===== src/rtl/freq_synth.sv =====
// Programmable 50% duty square-wave generator.
// Ports: clk, res (sync high), freq_req/load/ready request side; wave, half_period, err outputs.
module freq_synth #(
    parameter logic [31:0] CLK_HZ = 32'd10_000_000
) (
    input  logic        clk,
    input  logic        res,
    input  logic [23:0] freq_req,
    input  logic        load,
    output logic        ready,
    output logic        wave,
    output logic [31:0] half_period,
    output logic        err
);

    localparam logic [1:0] S_IDLE = 2'd0;
    localparam logic [1:0] S_DIV  = 2'd1;
    localparam logic [1:0] S_RUN  = 2'd2;

    logic [1:0]  state;
    logic [24:0] div_d;
    logic [31:0] rem;
    logic [31:0] quo;
    logic [5:0]  iter;
    logic [31:0] cnt;

    logic [24:0] d_req;
    logic        illegal;
    logic        accept;
    logic [32:0] trial;
    logic [32:0] d_ext;
    logic        ge;
    logic [31:0] rem_nxt;

    assign d_req   = {freq_req, 1'b0};
    assign illegal = (freq_req == 24'd0) ||
                     ({8'd0, d_req} > {1'b0, CLK_HZ});
    assign ready   = (state != S_DIV);
    assign accept  = load && ready;

    // Trial remainder is 33 bits wide; after a restoring step the
    // remainder is below D (< 2^25), so 32 stored bits suffice.
    assign trial   = {1'b0, rem, quo[31]};
    assign d_ext   = {8'd0, div_d};
    assign ge      = (trial >= d_ext);
    assign rem_nxt = ge ? 32'(trial - d_ext) : trial[31:0];

    always_ff @(posedge clk) begin
        if (res) begin
            state       <= S_IDLE;
            wave        <= 1'b0;
            half_period <= 32'd0;
            err         <= 1'b0;
            cnt         <= 32'd0;
            div_d       <= 25'd0;
            rem         <= 32'd0;
            quo         <= 32'd0;
            iter        <= 6'd0;
        end else begin
            unique case (state)
                S_DIV: begin
                    if (iter == 6'd32) begin
                        state       <= S_RUN;
                        half_period <= quo;
                        cnt         <= 32'd0;
                        wave        <= 1'b0;
                    end else begin
                        rem  <= rem_nxt;
                        quo  <= {quo[30:0], ge};
                        iter <= iter + 6'd1;
                    end
                end
                S_IDLE, S_RUN: begin
                    if (accept) begin
                        if (illegal) begin
                            state       <= S_IDLE;
                            err         <= 1'b1;
                            half_period <= 32'd0;
                            wave        <= 1'b0;
                            cnt         <= 32'd0;
                        end else begin
                            // Wave and counter freeze until RUN re-entry.
                            state <= S_DIV;
                            err   <= 1'b0;
                            div_d <= d_req;
                            rem   <= 32'd0;
                            quo   <= CLK_HZ;
                            iter  <= 6'd0;
                        end
                    end else if (state == S_RUN) begin
                        if (cnt == half_period - 32'd1) begin
                            cnt  <= 32'd0;
                            wave <= ~wave;
                        end else begin
                            cnt <= cnt + 32'd1;
                        end
                    end else begin
                        cnt  <= 32'd0;
                        wave <= 1'b0;
                    end
                end
                default: begin
                    state <= S_IDLE;
                    cnt   <= 32'd0;
                    wave  <= 1'b0;
                end
            endcase
        end
    end

endmodule


===== config.mk =====
export PLATFORM = sky130hd
export DESIGN_NAME = freq_synth
export DESIGN_NICKNAME = d
export VERILOG_FILES = /design/src/rtl/freq_synth.sv
export SDC_FILE = /design/constraint.sdc
export NUM_CORES = 1
export LEC_CHECK = 0
export ABC_AREA = 1
export ABC_CLOCK_PERIOD_IN_PS = 4800
export BUFFER_PORTS_ARGS = -buffer_cell sky130_fd_sc_hd__buf_2
export CAP_MARGIN = 20
export CORE_AREA = 5 5 202 204
export DETAILED_ROUTE_END_ITERATION = 6
export DIE_AREA = 0 0 207 209
export PLACE_DENSITY = 0.48
export SKIP_CTS_REPAIR_TIMING = 1
export SYNTH_ARGS = -nofsm -noshare
export SYNTH_HDL_FRONTEND = slang
export SYNTH_SLANG_ARGS = --single-unit

===== constraint.sdc =====
create_clock -name clk -period 4.8 [get_ports clk]
set_input_delay 0.96 -clock clk [delete_from_list [all_inputs] [get_ports clk]]
set_output_delay 0.96 -clock clk [all_outputs]
set_load 0.02 [all_outputs]

==> Word level (Yosys, flattened, before mapping) <==
Cells that the tools add are included.
{ "totals": {"output_inout_bits": 35, "wordCells": 75, "register_bits": 162} }
{ "classes": {"n_eq_ne": 12, "n_lt_le_gt_ge": 2, "mux": 33, "reduce_logical": 13, "bitwise_logic": 2, "n_addsub": 4} }
{ "op_table": {"columns": ["op", "count"], "rows": [
  ["$mux W32", 14],
  ["$pmux W32 S2", 4],
  ["$ge A33 B25 Y1", 1],
  ["$add A32 B1 Y32 const B", 1],
  ["$eq A32 B32 Y1", 1],
  ["$sub A32 B1 Y32 const B", 1],
  ["$sub A32 B25 Y32", 1],
  ["$gt A25 B24 Y1 const B", 1],
  ["$logic_not A24 Y1", 1],
  ["$mux W6", 3],
  ["$pmux W6 S2", 1],
  ["$ne A2 B2 Y1 const B", 5],
  ["$reduce_and A4 Y1", 2],
  ["$mux W1", 7],
  ["$add A6 B1 Y6 const B", 1],
  ["$eq A6 B6 Y1 const B", 1],
  ["$reduce_and A2 Y1", 3],
  ["$reduce_and A3 Y1", 2],
  ["$mux W2", 2],
  ["$ne A4 B4 Y1 const B", 1],
  ["$pmux W2 S2", 1],
  ["$ne A3 B3 Y1 const B", 1],
  ["$eq A2 B1 Y1 const B", 1],
  ["$eq A2 B2 Y1 const B", 1],
  ["other kinds (8)", 9]
]} }

==> Longest topological paths before layout <==
Gate-level depths: netlist (run 1).
{ "logic_depth": {"ltp_word": 6, "mapped_depth": 18, "ltp_nobuf": 17} }

==> Worst setup path after synthesis (run 1) <==
OpenSTA, ideal clock, no wires.
{ "synth_path": {"kind": "input-to-reg", "from": "input freq_req[6]", "to": "register cnt[26]", "setup_time_ns": 0.120, "n_path_buf": 1, "slack_ns": 2.267, "arrival_ns": 2.413, "path_stages": 10, "cell_sequence": "or2_1 -> nor4_1 -> nand4_1 -> nand3_1 -> nand2_2 -> inv_4 -> buf_4 -> nand2_1 -> xor2_1 -> nor2_4"} }
{ "synth_via": {"elab_chain_cells": 4, "elab_cells_between_ends": 5, "cone_classes": "1 x order compare; 1 x eq/ne; 3 x reduce/logical"} }
{ "synth_lines": {"columns": ["item", "line", "rtl"], "rows": [
  ["from (decl)", "8", "input logic [23:0] freq_req,"],
  ["$gt A25 B24 Y1 or $logic_not A24 Y1 (tied branches)", "37, 36", null],
  ["$logic_or A1 B1 Y1 *", "36", "assign illegal = (freq_req == 24'd0) ||"],
  ["$ne A3 B3 Y1 (no source line) *", null, null],
  ["$reduce_and A2 Y1 (no source line) *", null, null],
  ["to (signal assigned)", "95", "cnt <= cnt + 32'd1;"],
  ["to (decl)", "25", "logic [31:0] cnt;"]
]} }
Every way passes the cells marked *; elsewhere a longest branch is shown, timed or not.
A chain may end at the register's enable or synchronous reset.

==> Final worst setup path (run 1) <==
{ "layout_path": {"from": "input freq_req[6]", "to": "register cnt[23]"} }
The elaborated chain is that of the path after synthesis.

==> results.ini, run 1 <==
[status]
status = finished clean

[timing]
setup_ws_ns = 1.355
relSlewSlack = 0.3143
fin_crit_sh = 0.7177
max_freq_mhz = 290.3
period_needed_ns = 3.445
hold_violations = 0
worstMarginPinSlew_ns = 1.025
setup_tns_ns = 0
finalMaxSlewViolations = 0
rsz0062_at_grt = false
fin_worst_skew_ns = 0.01158
finalSetupViolCount = 0

[global_route]
grtUsageTotal = 0.1411
antenna_found_initial = 0
gr-total-overflow = 0
grt_pass1_vias = 9083
grt_max_degree = 74
grt_pass1_wl_mm = 50.05

[job]
drv_cap = 0

[power]
vdd_ir_drop_max_mv = 0.6560
fin_total_pwr_uw = 7792
power.density_nw_per_um2 = 685.1
p_leak_uw = 0.004715

[logic_synthesis]
ys_ff_latch = 162
synthXorXnorAreaFrac = 0.07528
yosysWarnings = 0
yosys.area_share.simple = 0.3272
synth_top_area_frac = 0.3263
synth_edf_count = 0
synth.net_count = 1520
synth_area_leaders = dfxtp_1 (33%), nand2_1 (14%), a21oi_1 (8.0%), nor2_1 (5.8%), inv_1 (4.9%)
synth-seq-area-share = 0.3263
synth.area.mux_share = 0
syn-mean-instance-area_um2 = 6.789
yosysTopAreaCell = dfxtp_1
ys.flop_type = dfxtp_1
async_reset_ff_frac = 0
ys_types = 51
synth_fa_ha_area_frac = 0.03726
synth-compound-area-share = 0.1599
synth_top_family_by_area = simple AND/OR/NAND/NOR gates
syn_area_um2 = 9940
synthCells = 1464

[clocking]
cts.htree.levels = 4
clockBufferDepth = 2
clockRootBuffer = clkbuf_16
clock_sinks = 162
cts_tree = yes
clk_pin_slew_worst_paths_ns = 0.07
clkLatencyLatePin_ns = 0.43
cts_buffers = 17

[worst_setup_path]
slowest_stage = inv_4
startpoint = freq_req[6]
critPathCaptureType = register
cp_max_fo = 73
critPathBufInv = 2
cpPeakStageDelay_ns = 0.79
required_ns = 5.11
cp_top_family = simple AND/OR/NAND/NOR gates
path_class = in -> reg
cpMostUsedCell = nand2_4
critPathArrivalTime_ns = 3.75
path_cells = buf_2, or2_1, nor4_1, nand4_1, nand3_1, nand2_2, inv_4, nand2_4, nand2_4, nor2_1
r2r-start = state[0]
start_kind = input port

[min_path]
hp-class = reg -> reg
min-delay-start = div_d[23]

[floorplanning]
start_util = 0.2543
pin_count = 62
core_area_um2 = 39090
rows = 73
die_area_um2 = 43260
die_h_um = 209
die_width_um = 207

[routing]
wirelength_mm = 31.13
remaining_drc_errors = 0
via_count = 9479
first_pass_iters = 5
drtIter0Drc = 544
via_per_inst = 4.647
wl_per_cell_um = 15.26
route.antenna.remaining_nets = 0

[placed_design]
gp_congestion = 0.9040
dp_slack_ns = 0.9353
placed_cell_area_um2 = 10770
io_buffers = 61
dpl.hpwl_mm = 23.41

[layout]
syn_to_final_growth_pct = 14.41
design_area_um2 = 11370
fin_nets = 1559
antenna_cells = 0
drive_above_1_share = 0.1116

## final timing paths
path	end	slack (ns)	cells after the start
worst max-delay path	cnt[23]	1.36	10
worst min-delay path	div_d[23]	0.47	2
worst max register to register	cnt[23]	1.63	8
worst min register to register	div_d[23]	0.47	2
## cell usage in the layout, fill, tap and decap left out, drive strengths merged
cell      synthesis  routed
nor4              8       8
bufinv            0       2
dfxtp           162     162
ha               28      28
and2              2       2
nand2           394     394
a21boi            6       6
o2111ai           1       1
o211a             2       2
clkbuf           38      19
nand3            70      70
fa                1       1
buf              12      70
o22ai             7       7
nor3             22      22
o21bai            7       7
and3              1       1
o221a             8       8
nand4            25      25
a21o              6       6
a31oi             1       1
inv             134     138
nor2            184     184
clkinv            3       6
o21ai            70      70
o21a              2       2
xnor2            32      32
a21oi           158     158
o211ai           15      15
or2               6       6
a221oi            1       1
xnor3             1       1
nand3b            7       7
xor2             50      50
clkinvlp          0       3
## report_power, final
group / internal [µW] / total (µW) / switching [µW] / leakage (µW)
Sequential: 1490 / 1610 / 122 / 0.00131
Combinational: 1630 / 4770 / 3140 / 0.00312
Clock: 804 / 1410 / 605 / 0.000286
## state kept, by name (all words and copies together), names as in the netlist
name / flops
quo: 32
state: 2
rem: 32
iter: 6
half_period: 32
err: 1
wave: 1
div_d: 24
cnt: 32
## cell usage after synthesis (19+ instances only)
cell type / number
nor2_1: 154
nand4_1: 25
clkbuf_1: 38
dfxtp_1: 162
inv_1: 131
xor2_1: 49
a21oi_1: 158
nor2_4: 19
xnor2_1: 32
o21ai_0: 63
nand3_1: 65
nor3_1: 20
ha_1: 28
nand2_1: 383
## metrics by stage
step	std cells	hold WS, ns	utilization
6_report	2040	0.4651	0.2909
5_1_grt	2040	0.4953	0.2909
4_1_cts	2040	0.4648	0.2909
3_5_place_dp	2009	0.4536	0.2755
3_3_place_gp	2009	0.4512	0.2755
2_1_floorplan	1464	0.4353	-
## cell type report
cell class / count / area [µm²]
fill: 4477 / 27720
multi-input combinational: 1115 / 5978
sequential: 162 / 3243
tap: 525 / 656.9
inverter: 137 / 516.7
clock buffer: 19 / 452.9
timing repair buffer: 70 / 375.4
clock inverter: 12 / 148.9
## tightest hold or removal path, stage by stage, from the launching register on
cell and delay, ns:
dfxtp_1 0.30, inv_1 0.06, a21oi_1 0.06
## kinds of logic after synthesis
logic type	after synthesis
adder cells (fa/ha/maj)	29
flip-flops	162
AND/OR/NAND/NOR	719
AO/OA/AOI/OAI	284
buffers and inverters	187
XOR/XNOR	83
## per-layer routing
metal | GRT usage | wire length (µm)
met2 | 0.2284 | 14010
met5 | 0 | 0
met3 | 0.02387 | 1006
met4 | 0.03511 | 513
met1 | 0.1962 | 15600
No activity file was read; power rests on OpenSTA's default activity.
==> inputs of run 2 (changes only) <==
- ABC_AREA: 1 -> 0
- ABC_CLOCK_PERIOD_IN_PS: 4800 -> 3340
- CORE_AREA: 5 5 202 204 -> 5 5 191 193
- DIE_AREA: 0 0 207 209 -> 0 0 196 198
- clock period: 4.8 -> 3.34 ns (I/O delays scaled with it)
==> run 2 against run 1 <==
Clock skew rose by 0.0045 ns. Sequential share of layout area up 1.3 points. Worst setup slack lost 1.3 ns. Critical path depth stayed put. Wire length decreased by 9.2%.
==> results.ini, run 2 <==
[floorplanning]
die_width_um = 196  ; -5.3%
start_util = 0.2567  ; +0.002441
die_h_um = 198  ; -5.3%
die_area_um2 = 38810  ; -10%
pin_count = 62  ; unchanged
core_area_um2 = 34370  ; -12%
rows = 68  ; -6.8%

[layout]
mostFrequentLayoutCells = dfxtp_1 (162), nand2_1 (136), nor2_1 (129)
fin_nets = 1272  ; -18%
syn_to_final_growth_pct = 23.41
instances_no_fill = 1684  ; -17%
fin_util = 0.3168  ; +0.02589
antenna_cells = 0  ; unchanged
layout_commonest_cell = dfxtp_1
drive_above_1_share = 0.1725  ; +0.06095
design_area_um2 = 10890  ; -4.2%

[worst_setup_path]
cp_top_family = simple AND/OR/NAND/NOR gates
path_class = reg -> reg
cp_max_fo = 7  ; -90%
start_kind = register
cpPeakStageDelay_ns = 0.53  ; -0.26 ns
slowest_stage = or4_4
path_cells = nor3_1, nand4_1, nor3_1, mux2i_1, a31oi_1, or3_1, or4_4, buf_4, a31oi_1, o22ai_1
critPathCaptureType = register
required_ns = 3.68  ; -1.43 ns
critPathBufInv = 1  ; -1
critPathArrivalTime_ns = 3.61  ; -0.14 ns

[clocking]
cts_tree = yes
cts.htree.levels = 4  ; unchanged
clockBufferDepth = 2  ; unchanged
clk_pin_slew_worst_paths_ns = 0.08  ; about the same
clockRootBuffer = clkbuf_16
clkLatencyLatePin_ns = 0.45  ; +0.02 ns
cts_buffers = 17  ; unchanged
clock_sinks = 162  ; unchanged

[routing]
route.antenna.remaining_nets = 0  ; unchanged
via_per_inst = 4.956  ; +6.7%
remaining_drc_errors = 0  ; unchanged
wl_per_cell_um = 16.79  ; +10%
first_pass_iters = 5  ; unchanged
via_count = 8346  ; -12%
drtIter0Drc = 588  ; +8.1%
wirelength_mm = 28.27  ; -9.2%

[timing]
worstMarginPinSlew_ns = 0.8358  ; -0.1889 ns
relSlewSlack = 0.4415  ; +0.1272
fin_worst_skew_ns = 0.01608  ; +0.004505 ns
fin_crit_sh = 0.9786
period_needed_ns = 3.268
max_freq_mhz = 306.0
hold_violations = 0  ; unchanged
setup_tns_ns = 0  ; unchanged
finalSetupViolCount = 0  ; unchanged
finalMaxSlewViolations = 0  ; unchanged
rsz0062_at_grt = false

[placed_design]
dpl.hpwl_mm = 21.11  ; -9.8%
dp_cells = 1652  ; -18%
gp_congestion = 0.8467  ; -6.3%
placed_cell_area_um2 = 10190  ; -5.4%
io_buffers = 61  ; unchanged

[logic_synthesis]
yosysMostFrequentCell = dfxtp_1
ys.flop_type = dfxtp_1
synthCells = 1109  ; -24%
synth_area_leaders = dfxtp_1 (37%), xnor2_1 (6.1%), nand2_1 (5.8%), nor2_1 (5.7%), a22oi_1 (5.0%)
synth.net_count = 1165  ; -23%
async_reset_ff_frac = 0  ; unchanged
syn-mean-instance-area_um2 = 7.956  ; +17%
ys_types = 62  ; +22%
synth-seq-area-share = 0.3676  ; +0.04127
synth_edf_count = 0  ; unchanged
synth_top_area_frac = 0.3676  ; +0.04127
syn_area_um2 = 8823  ; -11%
ys_ff_latch = 162  ; unchanged
yosysWarnings = 0  ; unchanged
yosysTopAreaCell = dfxtp_1
synthTopCellsByCount = dfxtp_1 (162), nand2_1 (137), nor2_1 (133), a21oi_1 (64), xnor2_1 (61)

[global_route]
antenna_found_initial = 1  ; +1
grt_max_degree = 64  ; -14%
gr-total-overflow = 0  ; unchanged
grt_pass1_wl_mm = 43.97  ; -12%
grtUsageTotal = 0.1429  ; +0.001878
grt_pass1_vias = 7763  ; -15%

[status]
status = finished clean

[min_path]
hp-class = reg -> reg

[power]
fin_total_pwr_uw = 10600  ; +36%
vdd_ir_drop_max_mv = 1.111  ; +69%
power.density_nw_per_um2 = 973.8  ; +42%
p_leak_uw = 0.004338  ; -8.0%

[job]
drv_cap = 0  ; unchanged

run 2: final cells by class:
| cell class | instances | area, µm² |
|---|---|---|
| timing repair buffer | 144 | 1001 |
| inverter | 45 | 168.9 |
| multi-input combinational | 846 | 5288 |
| clock inverter | 15 | 193.9 |
| sequential | 162 | 3243 |
| tap | 455 | 569.3 |
| fill | 3709 | 23480 |
| clock buffer | 17 | 425.4 |
run 2: cell families (layout without fill, tap and decap cells):
group / Yosys count / after routing / share of synthesized area
multiplexers: 25 / 25 / 0.02864
AND/OR/NAND/NOR: 437 / 437 / 0.2293
adder cells (fa/ha/maj): 29 / 29 / 0.04197
AO/OA/AOI/OAI: 262 / 262 / 0.1950
XOR/XNOR: 93 / 93 / 0.09231
flip-flops: 162 / 162 / 0.3676
buffers and inverters: 101 / 221 / 0.04524
run 2: worst paths after layout:
path | from | end | slack [ns] | cells past startpoint
setup reg to reg | half_period[22] | cnt[9] | 0.07 | 10
hold / removal | div_d[11] | div_d[11] | 0.45 | 2
hold reg to reg | div_d[11] | div_d[11] | 0.45 | 2
setup / recovery | half_period[22] | cnt[9] | 0.07 | 10
run 2: power breakdown:
part	total, µW	switching, µW	internal [µW]
sequential	2260	147	2110
clock	2130	926	1200
combinational	6220	3380	2840
total	10600	4450	6150
run 2: worst register-to-register path, delay by kind of cell, from the launching register on:
kind	cells	cell delay, ns
buf+inv	1	0.19
mux	1	0.23
simple gates	5	2.00
compound gates	3	0.36
flops	1	0.40
run 2: routing by layer:
layer	part of all wire	track usage	wire [µm]
met1	0.49	0.2000	13870
met2	0.45	0.2278	12670
met5	0	0	0
met3	0.049	0.02705	1379
met4	0.013	0.03595	355
run 2: through the flow:
step	hold slack (ns)	setup WS, ns
floorplan	0.4185	0.03087
global placement	0.4308	-0.04441
detailed placement	0.4438	-0.09040
CTS	0.4565	0.006469
global route	0.4729	0.001219
finish	0.4536	0.07164
